==> src/rtl/tetris_sequencer.sv <==
// Game-flow sequencer for an 8x8 falling-block game: spawns pieces, applies gravity,
// locks pieces into the map, clears full rows one at a time and keeps score.
module tetris_sequencer (
  input  logic            clk,
  input  logic            reset,
  input  logic            start,
  input  logic            tick,
  input  logic            collide_down,
  input  logic [0:7][0:7] color_map_r,
  output logic [3:0]      cur_y,
  output logic            color,
  output logic            load_next_block,
  output logic [7:0]      remove_line,
  output logic            new_piece,
  output logic [7:0]      score,
  output logic            game_over,
  output logic [2:0]      state
);

  typedef enum logic [2:0] {
    ST_IDLE      = 3'd0,
    ST_SPAWN     = 3'd1,
    ST_FALL      = 3'd2,
    ST_LOCK      = 3'd3,
    ST_SCAN      = 3'd4,
    ST_REMOVE    = 3'd5,
    ST_GAME_OVER = 3'd6
  } state_t;

  state_t      state_r;
  logic [3:0]  cur_y_r;
  logic        color_r;
  logic        load_next_block_r;
  logic [7:0]  remove_line_r;
  logic        new_piece_r;
  logic [7:0]  score_r;
  logic        game_over_r;
  logic [7:0]  full_onehot_s;

  // One-hot of the highest-index full row; later rows override earlier ones.
  always_comb begin
    full_onehot_s = 8'h00;
    for (int r = 0; r < 8; r++) begin
      full_onehot_s = (color_map_r[r] == 8'hFF) ? (8'h01 << r) : full_onehot_s;
    end
  end

  // Sequencer FSM; every output is set on the edge that enters the state it belongs to.
  always_ff @(posedge clk or posedge reset) begin
    if (reset) begin
      state_r           <= ST_IDLE;
      cur_y_r           <= 4'd0;
      color_r           <= 1'b0;
      load_next_block_r <= 1'b0;
      remove_line_r     <= 8'h00;
      new_piece_r       <= 1'b0;
      score_r           <= 8'd0;
      game_over_r       <= 1'b0;
    end else begin
      new_piece_r       <= 1'b0;
      load_next_block_r <= 1'b0;
      remove_line_r     <= 8'h00;
      case (state_r)
        ST_IDLE: begin
          if (start) begin
            state_r     <= ST_SPAWN;
            score_r     <= 8'd0;
            cur_y_r     <= 4'd0;
            new_piece_r <= 1'b1;
            color_r     <= 1'b1;
          end else begin
            state_r <= ST_IDLE;
          end
        end
        ST_SPAWN: begin
          state_r <= ST_FALL;
        end
        ST_FALL: begin
          if (tick) begin
            if (collide_down || (cur_y_r == 4'd7)) begin
              state_r           <= ST_LOCK;
              load_next_block_r <= 1'b1;
            end else begin
              cur_y_r <= cur_y_r + 4'd1;
            end
          end else begin
            state_r <= ST_FALL;
          end
        end
        ST_LOCK: begin
          color_r <= 1'b0;
          if (cur_y_r == 4'd0) begin
            state_r     <= ST_GAME_OVER;
            game_over_r <= 1'b1;
          end else begin
            state_r <= ST_SCAN;
          end
        end
        ST_SCAN: begin
          // The map has already absorbed any removal issued from the preceding REMOVE.
          if (full_onehot_s != 8'h00) begin
            state_r       <= ST_REMOVE;
            remove_line_r <= full_onehot_s;
          end else begin
            state_r     <= ST_SPAWN;
            cur_y_r     <= 4'd0;
            new_piece_r <= 1'b1;
            color_r     <= 1'b1;
          end
        end
        ST_REMOVE: begin
          state_r <= ST_SCAN;
          if (score_r != 8'hFF) begin
            score_r <= score_r + 8'd1;
          end else begin
            score_r <= score_r;
          end
        end
        ST_GAME_OVER: begin
          state_r <= ST_GAME_OVER;
        end
        default: begin
          state_r     <= ST_IDLE;
          cur_y_r     <= 4'd0;
          color_r     <= 1'b0;
          score_r     <= 8'd0;
          game_over_r <= 1'b0;
        end
      endcase
    end
  end

  assign state           = state_r;
  assign cur_y           = cur_y_r;
  assign color           = color_r;
  assign load_next_block = load_next_block_r;
  assign remove_line     = remove_line_r;
  assign new_piece       = new_piece_r;
  assign score           = score_r;
  assign game_over       = game_over_r;

endmodule

==> config.mk <==
export PLATFORM = sky130hd
export DESIGN_NAME = tetris_sequencer
export DESIGN_NICKNAME = d
export VERILOG_FILES = /design/src/rtl/tetris_sequencer.sv
export SDC_FILE = /design/constraint.sdc
export NUM_CORES = 1
export LEC_CHECK = 0
export ABC_AREA = 0
export BUFFER_PORTS_ARGS = -buffer_cell sky130_fd_sc_hd__clkbuf_2
export CORE_MARGIN = 2
export CORE_UTILIZATION = 43
export CTS_BUF_LIST = sky130_fd_sc_hd__clkbuf_8
export DETAILED_ROUTE_END_ITERATION = 7
export PLACE_DENSITY = 0.77
export REMOVE_ABC_BUFFERS = 1
export SYNTH_ARGS = -nofsm -noshare
export SYNTH_HDL_FRONTEND = slang
export SYNTH_SLANG_ARGS = --single-unit
export TNS_END_PERCENT = 50
==> constraint.sdc <==
create_clock -name clk -period 2.2 [get_ports clk]
set_clock_uncertainty 0.05 [all_clocks]
set_input_delay 0.11 -clock clk [delete_from_list [all_inputs] [get_ports clk]]
set_output_delay 0.11 -clock clk [all_outputs]
set_load 0.005 [all_outputs]
# ---- Yosys cells after proc, flatten, opt, wreduce, memory -nomap -nowiden
# Cells that the tools add are included.
dict set report word_totals {
  word_cells 84
  ramBits 0
  n_memories 0
  output_inout_bits 27
  mem_bits_ro 0
  inputBits 69
  ff_bits 27
  latchBits 0
}
dict set report op_classes {
  shift 0
  div_mod_pow 0
  add_sub_neg 2
  n_eq_ne 23
  multipliers 0
  n_bitwise 4
  reduce_logical 12
  n_lt_le_gt_ge 0
  muxes 35
}
# op n
set ops {}
lappend ops {{equality test 8 bit (second input constant)} 8}
lappend ops {{two-way mux 8 bit} 5}
lappend ops {{case mux 8 bit (3 select lines)} 1}
lappend ops {{case mux 3 bit (7 select lines)} 1}
lappend ops {{two-way mux 4 bit} 5}
lappend ops {{case mux 4 bit (4 select lines)} 1}
lappend ops {{two-way mux 3 bit} 4}
lappend ops {{!= test 2 bit (second input constant)} 6}
lappend ops {{two-way mux 1 bit} 10}
lappend ops {{equality test 3 bit (second input constant)} 3}
lappend ops {{adder 8 x 1 -> 8 bit (second input constant)} 1}
lappend ops {{!= test 8 bit (second input constant)} 1}
lappend ops {{nonzero test 8 bit} 1}
lappend ops {{OR reduction 4 bit} 2}
lappend ops {{two-way mux 7 bit} 1}
lappend ops {{equality test 3 x 2 -> 1 bit (second input constant)} 2}
lappend ops {{two-way mux 6 bit} 1}
lappend ops {{AND reduction 3 bit} 2}
lappend ops {{OR reduction 6 bit} 1}
lappend ops {{two-way mux 5 bit} 1}
lappend ops {{AND reduction 5 bit} 1}
lappend ops {{OR reduction 5 bit} 1}
lappend ops {{adder 4 x 1 -> 4 bit (second input constant)} 1}
lappend ops {{equality test 4 x 3 -> 1 bit (second input constant)} 1}
lappend ops {{other kinds (10)} 15}

# ---- Longest topological paths before layout
# Gate-level depths: netlist of run 1.
dict set report logic_depth {
  ltp_word 12
  ltp_mapped 6
  depth_no_buf 6
}

# ---- Worst setup path before layout of run 1
# No wires, ideal clock.
dict set report synth_path {
  path_kind {reg2reg}
  from {register state_r[2], in the netlist state[2]}
  to {register cur_y_r[1], in the netlist cur_y[1]}
  synth_period_minus_slack_ns 2.008
  required_ns 2.046
  setup_time_ns 0.104
  arrival_time_ns 1.854
  path_stages_with_launch 6
  path_slack_ns 0.192
  path_buffers 0
  path_cell_list {dfrtp_1 > or3b_4 > or3_4 > and3_4 > or3b_1 > o311ai_1}
}
dict set report synth_between {
  elab_chain_cells 4
  elab_cells_between_ends 15
  classes_between {10 x eq/ne; 1 x mux; 1 x bitwise; 3 x reduce/logical}
}
# item line_no
set synth_rtl {}
lappend synth_rtl {{start: declaration} 30} ;# state_t state_r;
lappend synth_rtl {{start signal: assignment} 51} ;# state_r <= ST_IDLE;
lappend synth_rtl {{start signal: assignment} 66} ;# state_r <= ST_SPAWN;
lappend synth_rtl {{start signal: assignment} 72} ;# state_r <= ST_IDLE;
lappend synth_rtl {{equality test 3 bit (tied with other cells)} 63} ;# case (state_r)
lappend synth_rtl {{OR reduction 4 bit (no line)} --}
lappend synth_rtl {{inverter 1 bit (no line)} --}
lappend synth_rtl {{AND reduction 5 bit (no line)} --}
lappend synth_rtl {{end signal: assignment} 84} ;# cur_y_r <= cur_y_r + 4'd1;
lappend synth_rtl {{end: declaration} 31} ;# logic [3:0] cur_y_r;
# Several ways; a longest one is shown, not always the timed one.
# A chain may end at the register's enable or synchronous reset.

# ---- Worst setup path in the final report of run 1
# Same ends and word-level chain as after synthesis.

==> results of run 1 <==
## cells in the final DEF (no fill, tap or decap), types with 2 or more instances in the layout
master	synthesis	routed
or2_2	6	6
clkbuf_8	0	3
xnor2_1	6	6
mux2_2	2	2
nor3b_1	4	4
a21o_1	2	2
nand2_1	13	13
or4_1	2	2
a21oi_1	9	9
buf_4	0	5
o21ai_0	4	4
nor2_1	21	21
o311ai_1	2	2
a211oi_1	3	3
a21boi_0	2	2
inv_1	4	5
nand4_1	19	19
nor3_1	4	4
clkbuf_2	0	95
dfrtp_1	27	27
nand2b_1	3	3
ha_1	3	3
nand3_1	6	6
## kinds of logic (layout without fill, tap and decap cells)
kind of cell / count (synthesis) / in the layout
and+or+nand+nor: 90 / 90
DFF: 27 / 27
AOI/OAI and AO/OA: 26 / 26
buffers and inverters: 7 / 109
xor gates and xnor gates: 6 / 6
adders and majority gates: 3 / 3
muxes: 2 / 2
## tightest hold or removal path, stage by stage
cell and delay (ps):
clkbuf_2 80, nand4_1 80, nor3_1 50
## where the power goes
group / total [mW] / switching [mW] / internal [mW]
Clock: 0.276 / 0.150 / 0.125
Sequential: 0.664 / 0.0763 / 0.588
Combinational: 0.737 / 0.391 / 0.346
## flip-flops by register name, summed over array words and instances, names as in the netlist
| name | flops |
|---|---|
| new_piece | 1 |
| game_over | 1 |
| cur_y | 4 |
| state | 3 |
| remove_line | 8 |
| score | 8 |
| load_next_block | 1 |
| color | 1 |
## routing by layer
metal,wire length (µm),track usage,vias to the layer above
li1,-,-,794
met1,1470,0.228,722
met2,1890,0.353,61
met3,224,0.0270,5
met4,67,0.0833,0
met5,0,0,-
## area by class of cell
cell class | count | area [µm²] | share of cell area
Clock inverter | 1 | 3.75 | 0.00179
Inverter | 4 | 15.0 | 0.00717
Clock buffer | 3 | 41.3 | 0.0197
Multi-Input combinational cell | 127 | 777 | 0.371
Sequential cell | 27 | 676 | 0.323
Tap cell | 46 | 57.6 | 0.0275
Timing Repair Buffer | 101 | 523 | 0.250
## final timing paths
check | startpoint | end | slack [ps] | cells after the start
max | state[2]$_DFFE_PP0P_ | cur_y[1]$_DFFE_PP0P_ | 150 | 5
min | color_map_r[16] | remove_line[5]$_DFF_PP0_ | 30 | 3
max reg2reg | state[2]$_DFFE_PP0P_ | cur_y[1]$_DFFE_PP0P_ | 150 | 5
min reg2reg | game_over$_DFFE_PP0P_ | game_over$_DFFE_PP0P_ | 530 | 2
max in group asynchronous | reset | score[7]$_DFFE_PP0P_ | 1480 | 4
min in group asynchronous | reset | cur_y[1]$_DFFE_PP0P_ | 370 | 4
## metrics by stage
step / hold slack, ps / worst slack, ps
2_1_floorplan: 113 / 83.9
3_3_place_gp: 118 / 214
3_5_place_dp: 119 / 176
4_1_cts: 24.4 / 151
5_1_grt: 38.8 / 84.8
6_report: 29.1 / 151
==> flow_metrics.py, run 1 <==
metrics = {
    "route": {
        "drt_pass1_iterations": 4,
        "viasPerCell": 5.12,
        "wl_per_cell_um": 11.8,
        "drt-total-wl_mm": 3.65,
        "drtAntennaViolNets": 0,
        "drc_errors": 0,
        "initialDrtViolationCount": 54,
        "vias": 1582,
    },
    "clock_tree": {
        "numCtsBuffers": 3,
        "worstSkewPairLatency_ps": 280,
        "htree_levels": 1,
        "cts_buffer_depth": 2,
        "cts-resized-gates": 0,
        "cts_tree": "done",
        "cts_setup_buffers": 0,
        "clkTransAtPathRegs_ps": 90,
        "holdBufCountCts": 1,
        "clk_root_buffer_cell": "clkbuf_8",
        "clock_sinks": 27,
    },
    "critical_path": {
        "slowest_delay_ps": 430,
        "cp-start-kind": "register",
        "cp-end-kind": "register",
        "worstPathArrival_ps": 2170,
        "crit_family": "simple AND/OR/NAND/NOR gates",
        "worstPathMaxFanout": 5,
        "crit_path_top_delay_cell": "or3b_4",
        "crit_buf_inv": 0,
        "required_ps": 2320,
        "crit_chain": "or3b_4, or3_4, and3_4, or3b_1, o311ai_1",
        "crit_type": "register to register",
    },
    "timing": {
        "fmax_ghz": 0.488,
        "relSlewSlack": 0.771,
        "slew_viol_final": 0,
        "fin_crit_ps": 2050,
        "tightest_slew_ps": 343,
        "period_share": 0.931,
        "tns_ps": 0,
        "hold_viol_final": 0,
        "rsz0062_at_grt": "no",
        "setup_viol": 0,
    },
    "floorplan": {
        "start_util": 0.447,
        "core_um2": 3310,
        "die_h_um": 62.6,
        "dieArea_um2": 3920,
        "ios": 96,
        "rows": 21,
        "die_x_um": 62.6,
    },
    "layout": {
        "final_core_util": 0.632,
        "antenna-diode-count": 0,
        "stdcell_count": 309,
        "stdcell_area_um2": 2090,
        "layout-drive-gt1-share": 0.441,
        "n_fill_cell": 325,
        "fin_nets": 336,
        "area.growth.synth_to_final_pct": 41.5,
    },
    "synth": {
        "synth.largest_area_cell": "dfrtp_1",
        "yosys-top-cells-area": "dfrtp_1 (46%), nand4_1 (8.0%), nor2_1 (5.3%), xnor2_1 (3.6%), nand2_1 (3.3%)",
        "synth-seq-area-share": 0.457,
        "syn_area_um2": 1480,
        "synthSimpleGateAreaFrac": 0.338,
        "synth.top_cell.area_share": 0.457,
        "synth_edf_count": 0,
        "netlist-cell-type-count": 37,
        "synth_top_family_by_area": "simple AND/OR/NAND/NOR gates",
        "synth_xor_area_frac": 0.0355,
        "synthMostInstantiatedCell": "dfrtp_1",
        "synth_compound_area_frac": 0.112,
        "syn_inst": 161,
        "ys.flop_type": "dfrtp_1",
        "netlist_top_cells_count": "dfrtp_1 (27), nor2_1 (21), nand4_1 (19)",
        "ys.warnings.count": 0,
        "async_flop_share": 1.00,
        "muxShareOfSynthArea": 0.0152,
        "synth_fa_ha_area_frac": 0.0254,
        "syn_avg_cell_area_um2": 9.19,
        "synth-seq-cells": 27,
    },
    "flow_run": {
        "maxCapViolations": 0,
    },
    "grt": {
        "track_usage": 0.194,
        "grt_overflow": 0,
        "grt_first_pass_wirelength_mm": 6.13,
        "antenna_found_initial": 0,
        "grt_max_degree": 28,
        "grt_pass1_vias": 1470,
    },
    "power_and_ir_drop": {
        "p_leak_nw": 1.07,
        "p_per_area_nw_per_um2": 801,
        "total_power_mw": 1.68,
        "peakVddDrop_uv": 298,
    },
    "place": {
        "dp_cells": 304,
        "port_buffers": 95,
        "place_hpwl_mm": 3.05,
        "place.gp.congestion": 0.860,
        "placed_area_um2": 2040,
    },
    "status": {
        "outcome": "completed",
    },
    "hold_path": {
        "min_path_type": "input pin to register",
    },
}
Note: power is estimated with default switching activity, not from simulation.
==> inputs of run 2 (changes only) <==
Settings changed: CORE_UTILIZATION 43 to 42, CTS_BUF_LIST sky130_fd_sc_hd__clkbuf_8 to sky130_fd_sc_hd__clkbuf_8 sky130_fd_sc_hd__clkbuf_16, PLACE_DENSITY 0.77 to 0.76.
==> flow_metrics.py, run 2 (synthesized netlist as in run 1, its figures left out) <==
metrics = {
    "route": {
        "initialDrtViolationCount": 61,
        "vias": 1588,
        "drt_pass1_iterations": 4,
        "drtAntennaViolNets": 0,
        "wl_per_cell_um": 12.4,
        "drt-total-wl_mm": 3.85,
        "drc_errors": 0,
        "viasPerCell": 5.11,
    },
    "layout": {
        "layout_common_cells": "clkbuf_2 (95), dfrtp_1 (27), nor2_1 (21), nand4_1 (19), nand2_1 (13)",
        "layout-drive-gt1-share": 0.449,
        "area.growth.synth_to_final_pct": 42.6,
        "antenna-diode-count": 0,
        "mostFrequentLayoutCell": "clkbuf_2",
        "fin_nets": 338,
    },
    "floorplan": {
        "core_um2": 3360,
        "ios": 96,
        "dieArea_um2": 4010,
        "die_h_um": 63.3,
        "rows": 21,
        "die_x_um": 63.3,
        "start_util": 0.440,
    },
    "timing": {
        "period_share": 0.934,
        "hold_viol_final": 0,
        "setup_viol": 0,
        "fmax_ghz": 0.487,
        "tns_ps": 0,
        "rsz0062_at_grt": "no",
        "fin_crit_ps": 2060,
        "tightest_slew_ps": 333,
        "slew_viol_final": 0,
        "setup_ws_ps": 145,
        "relSlewSlack": 0.774,
    },
    "clock_tree": {
        "clock_sinks": 27,
        "cts_buffer_depth": 2,
        "clk_root_buffer_cell": "clkbuf_8",
        "cts-resized-gates": 0,
        "clkTransAtPathRegs_ps": 90,
        "numCtsBuffers": 3,
        "htree_levels": 1,
        "worstSkewPairLatency_ps": 270,
        "cts_tree": "done",
    },
    "grt": {
        "antenna_found_initial": 0,
        "track_usage": 0.206,
        "grt_first_pass_wirelength_mm": 6.69,
        "grt_max_degree": 28,
        "grt_pass1_vias": 1604,
        "grt_overflow": 0,
    },
    "place": {
        "dp_slack_ps": 160,
        "place.gp.congestion": 0.853,
        "port_buffers": 95,
        "place_hpwl_mm": 3.20,
    },
    "status": {
        "outcome": "completed",
    },
    "critical_path": {
        "worstPathArrival_ps": 2170,
        "worstPathMaxFanout": 5,
        "reg2reg_from": "state[2]$_DFFE_PP0P_",
        "required_ps": 2320,
        "cp-end-kind": "register",
        "crit_start": "state[2]$_DFFE_PP0P_",
        "cp-start-kind": "register",
        "crit_type": "register to register",
    },
    "flow_run": {
        "maxCapViolations": 0,
    },
    "hold_path": {
        "min_path_type": "input pin to register",
        "worstHoldStart": "color_map_r[28]",
    },
    "power_and_ir_drop": {
        "p_per_area_nw_per_um2": 808,
        "p_leak_nw": 1.08,
        "peakVddDrop_uv": 282,
    },
}
[run 2: changes by cell type in the layout (fill, tap and decap cells not counted), sizes merged]
cell,delta
inv,-1
clkinv,+1
buf,+2
[run 2: area by class of cell]
class / count / area, µm²
Fill cell: 343 / 1250
Clock buffer: 3 / 41.3
Sequential cell: 27 / 676
Inverter: 4 / 15.0
Timing Repair Buffer: 103 / 538
Multi-Input combinational cell: 127 / 777
Tap cell: 46 / 57.6
Clock inverter: 1 / 5.00
[run 2: stage by stage]
| step | cell area [µm²] | instances | util | power [mW] | hold slack (ps) |
|---|---|---|---|---|---|
| floorplan | 1470 | 158 | - | 1.10 | 113 |
| global placement | 2050 | 306 | 0.610 | 1.42 | 115 |
| detailed placement | 2050 | 306 | 0.610 | 1.44 | 133 |
| finish | 2110 | 311 | 0.627 | 1.70 | 34.7 |
| CTS | 2110 | 311 | 0.627 | 1.72 | 29.0 |
| global route | 2110 | 311 | 0.627 | 1.86 | 50.9 |
[run 2: timing repair]
action	4_1_cts	5_1_grt
endpoints found under the hold margin	27	0
setup buffers	0	0
hold buffers	1	0
[run 2: worst paths after layout]
check / slack, ps / to / cells past startpoint
worst min register to register: 530 / score[6]$_DFFE_PP0P_ / 2
worst max register to register: 140 / cur_y[1]$_DFFE_PP0P_ / 5
max in group asynchronous: 1470 / game_over$_DFFE_PP0P_ / 4
worst max-delay path: 140 / cur_y[1]$_DFFE_PP0P_ / 5
worst min-delay path: 30 / remove_line[4]$_DFF_PP0_ / 3
min in group asynchronous: 380 / remove_line[2]$_DFF_PP0_ / 4
[run 2: metal layers]
layer	share of wire	GRT usage	up-vias	wire (µm)
li1	-	-	797	-
met1	0.37	0.234	730	1430
met2	0.56	0.396	59	2150
met3	0.060	0.0232	2	231
met4	0.0073	0.0652	0	28
met5	0	0	-	0
[run 2: where the power goes]
part	internal [mW]	total, mW	switching, mW
sequential	0.588	0.656	0.0681
combinational	0.365	0.772	0.407
clock	0.127	0.276	0.150
[run 2: critical path, cell delays in order (launching register included)]
cell      delay (ps)
dfrtp_1          390
or3b_4           430
or3_4            410
and3_4           200
or3b_1           370
o311ai_1          90
==> inputs of run 3 (changes only) <==
Settings changed: PLACE_DENSITY 0.76 to 0.86.
==> flow_metrics.py, run 3 (synthesized netlist as in run 1, its figures left out) <==
metrics = {
    "critical_path": {
        "crit_type": "register to register",
        "cp-end-kind": "register",
        "required_ps": 2320,
        "worstPathArrival_ps": 2170,
        "cp-start-kind": "register",
        "worstPathMaxFanout": 5,
    },
    "route": {
        "viasPerCell": 5.25,
        "drtAntennaViolNets": 0,
        "drt-total-wl_mm": 3.66,
        "initialDrtViolationCount": 54,
        "drc_errors": 0,
        "vias": 1626,
        "wl_per_cell_um": 11.8,
        "drt_pass1_iterations": 4,
    },
    "layout": {
        "n_fill_cell": 339,
        "fin_nets": 337,
        "layout-drive-gt1-share": 0.443,
        "antenna-diode-count": 0,
        "final_core_util": 0.625,
        "layout_common_cells": "clkbuf_2 (95), dfrtp_1 (27), nor2_1 (21), nand4_1 (19), nand2_1 (13)",
        "mostFrequentLayoutCell": "clkbuf_2",
        "area.growth.synth_to_final_pct": 42.0,
    },
    "grt": {
        "grt_overflow": 0,
        "grt_first_pass_wirelength_mm": 5.96,
        "antenna_found_initial": 0,
        "grt_max_degree": 28,
        "track_usage": 0.184,
        "grt_pass1_vias": 1461,
    },
    "power_and_ir_drop": {
        "p_per_area_nw_per_um2": 802,
        "peakVddDrop_uv": 322,
        "p_leak_nw": 1.08,
    },
    "clock_tree": {
        "numCtsBuffers": 3,
        "htree_levels": 1,
        "cts_tree": "done",
        "clock_sinks": 27,
        "cts_setup_buffers": 0,
        "cts_buffer_depth": 2,
        "worstSkewPairLatency_ps": 260,
        "clkTransAtPathRegs_ps": 90,
        "clk_root_buffer_cell": "clkbuf_8",
    },
    "timing": {
        "tns_ps": 0,
        "tightest_slew_ps": 367,
        "relSlewSlack": 0.755,
        "fmax_ghz": 0.488,
        "holdWs_ps": 48.3,
        "fin_crit_ps": 2050,
        "rsz0062_at_grt": "no",
        "period_share": 0.932,
        "setup_viol": 0,
        "setup_ws_ps": 150,
        "hold_viol_final": 0,
        "slew_viol_final": 0,
    },
    "floorplan": {
        "die_h_um": 63.3,
        "ios": 96,
        "die_x_um": 63.3,
        "core_um2": 3360,
        "dieArea_um2": 4010,
        "rows": 21,
        "start_util": 0.440,
    },
    "hold_path": {
        "min_path_type": "input pin to register",
    },
    "place": {
        "dp_slack_ps": 176,
        "place_hpwl_mm": 3.06,
        "place.gp.congestion": 0.913,
        "port_buffers": 95,
    },
    "status": {
        "outcome": "completed",
    },
    "flow_run": {
        "maxCapViolations": 0,
    },
}
run 3: cell count changes in the layout (fill, tap and decap cells not counted):
cell,change
clkinv_2,-1
buf_4,-1
inv_1,+1
run 3: repair_timing:
| action | in CTS | in global routing |
|---|---|---|
| endpoints found under the hold margin | 27 | 0 |
| resized for setup | 0 | 0 |
| hold buffers | 1 | 0 |
run 3: stage by stage:
stage          cell area (µm²)  cells  total power [mW]
3_3_place_gp              2050    305              1.40
2_1_floorplan             1470    158              1.10
3_5_place_dp              2050    305              1.43
6_report                  2100    310              1.69
4_1_cts                   2100    310              1.69
5_1_grt                   2100    310              1.81
run 3: per-layer routing:
metal / vias up / track usage / wire (µm)
li1: 801 / - / -
met1: 758 / 0.209 / 1430
met2: 65 / 0.354 / 1950
met3: 2 / 0.0321 / 255
met4: 0 / 0.0408 / 20
met5: - / 0 / 0
run 3: final timing paths:
kind                                      start                       end  slack [ps]  cells after the start
max                        state[2]$_DFFE_PP0P_      cur_y[1]$_DFFE_PP0P_         150                      5
min                             color_map_r[16]  remove_line[5]$_DFF_PP0_          50                      3
max reg2reg                state[2]$_DFFE_PP0P_      cur_y[1]$_DFFE_PP0P_         150                      5
min reg2reg                score[1]$_DFFE_PP0P_      score[1]$_DFFE_PP0P_         520                      1
max in group asynchronous                 reset      score[7]$_DFFE_PP0P_        1470                      4
min in group asynchronous                 reset      score[2]$_DFFE_PP0P_         380                      4
run 3: area by class of cell:
cell class	instances	area, µm²	share of cell area
Multi-Input combinational cell	127	777	0.370
Sequential cell	27	676	0.322
Timing Repair Buffer	102	531	0.253
Tap cell	46	57.6	0.0274
Clock buffer	3	41.3	0.0197
Inverter	4	15.0	0.00715
Clock inverter	1	3.75	0.00179
run 3: power by group:
| group | internal, mW | switching [mW] |
|---|---|---|
| logic | 0.357 | 0.395 |
| clock network | 0.125 | 0.141 |
| registers | 0.588 | 0.0805 |
run 3: critical path, stage by stage (launching register included):
cell and delay [ps]:
dfrtp_1 390, or3b_4 430, or3_4 410, and3_4 200
or3b_1 370, o311ai_1 90
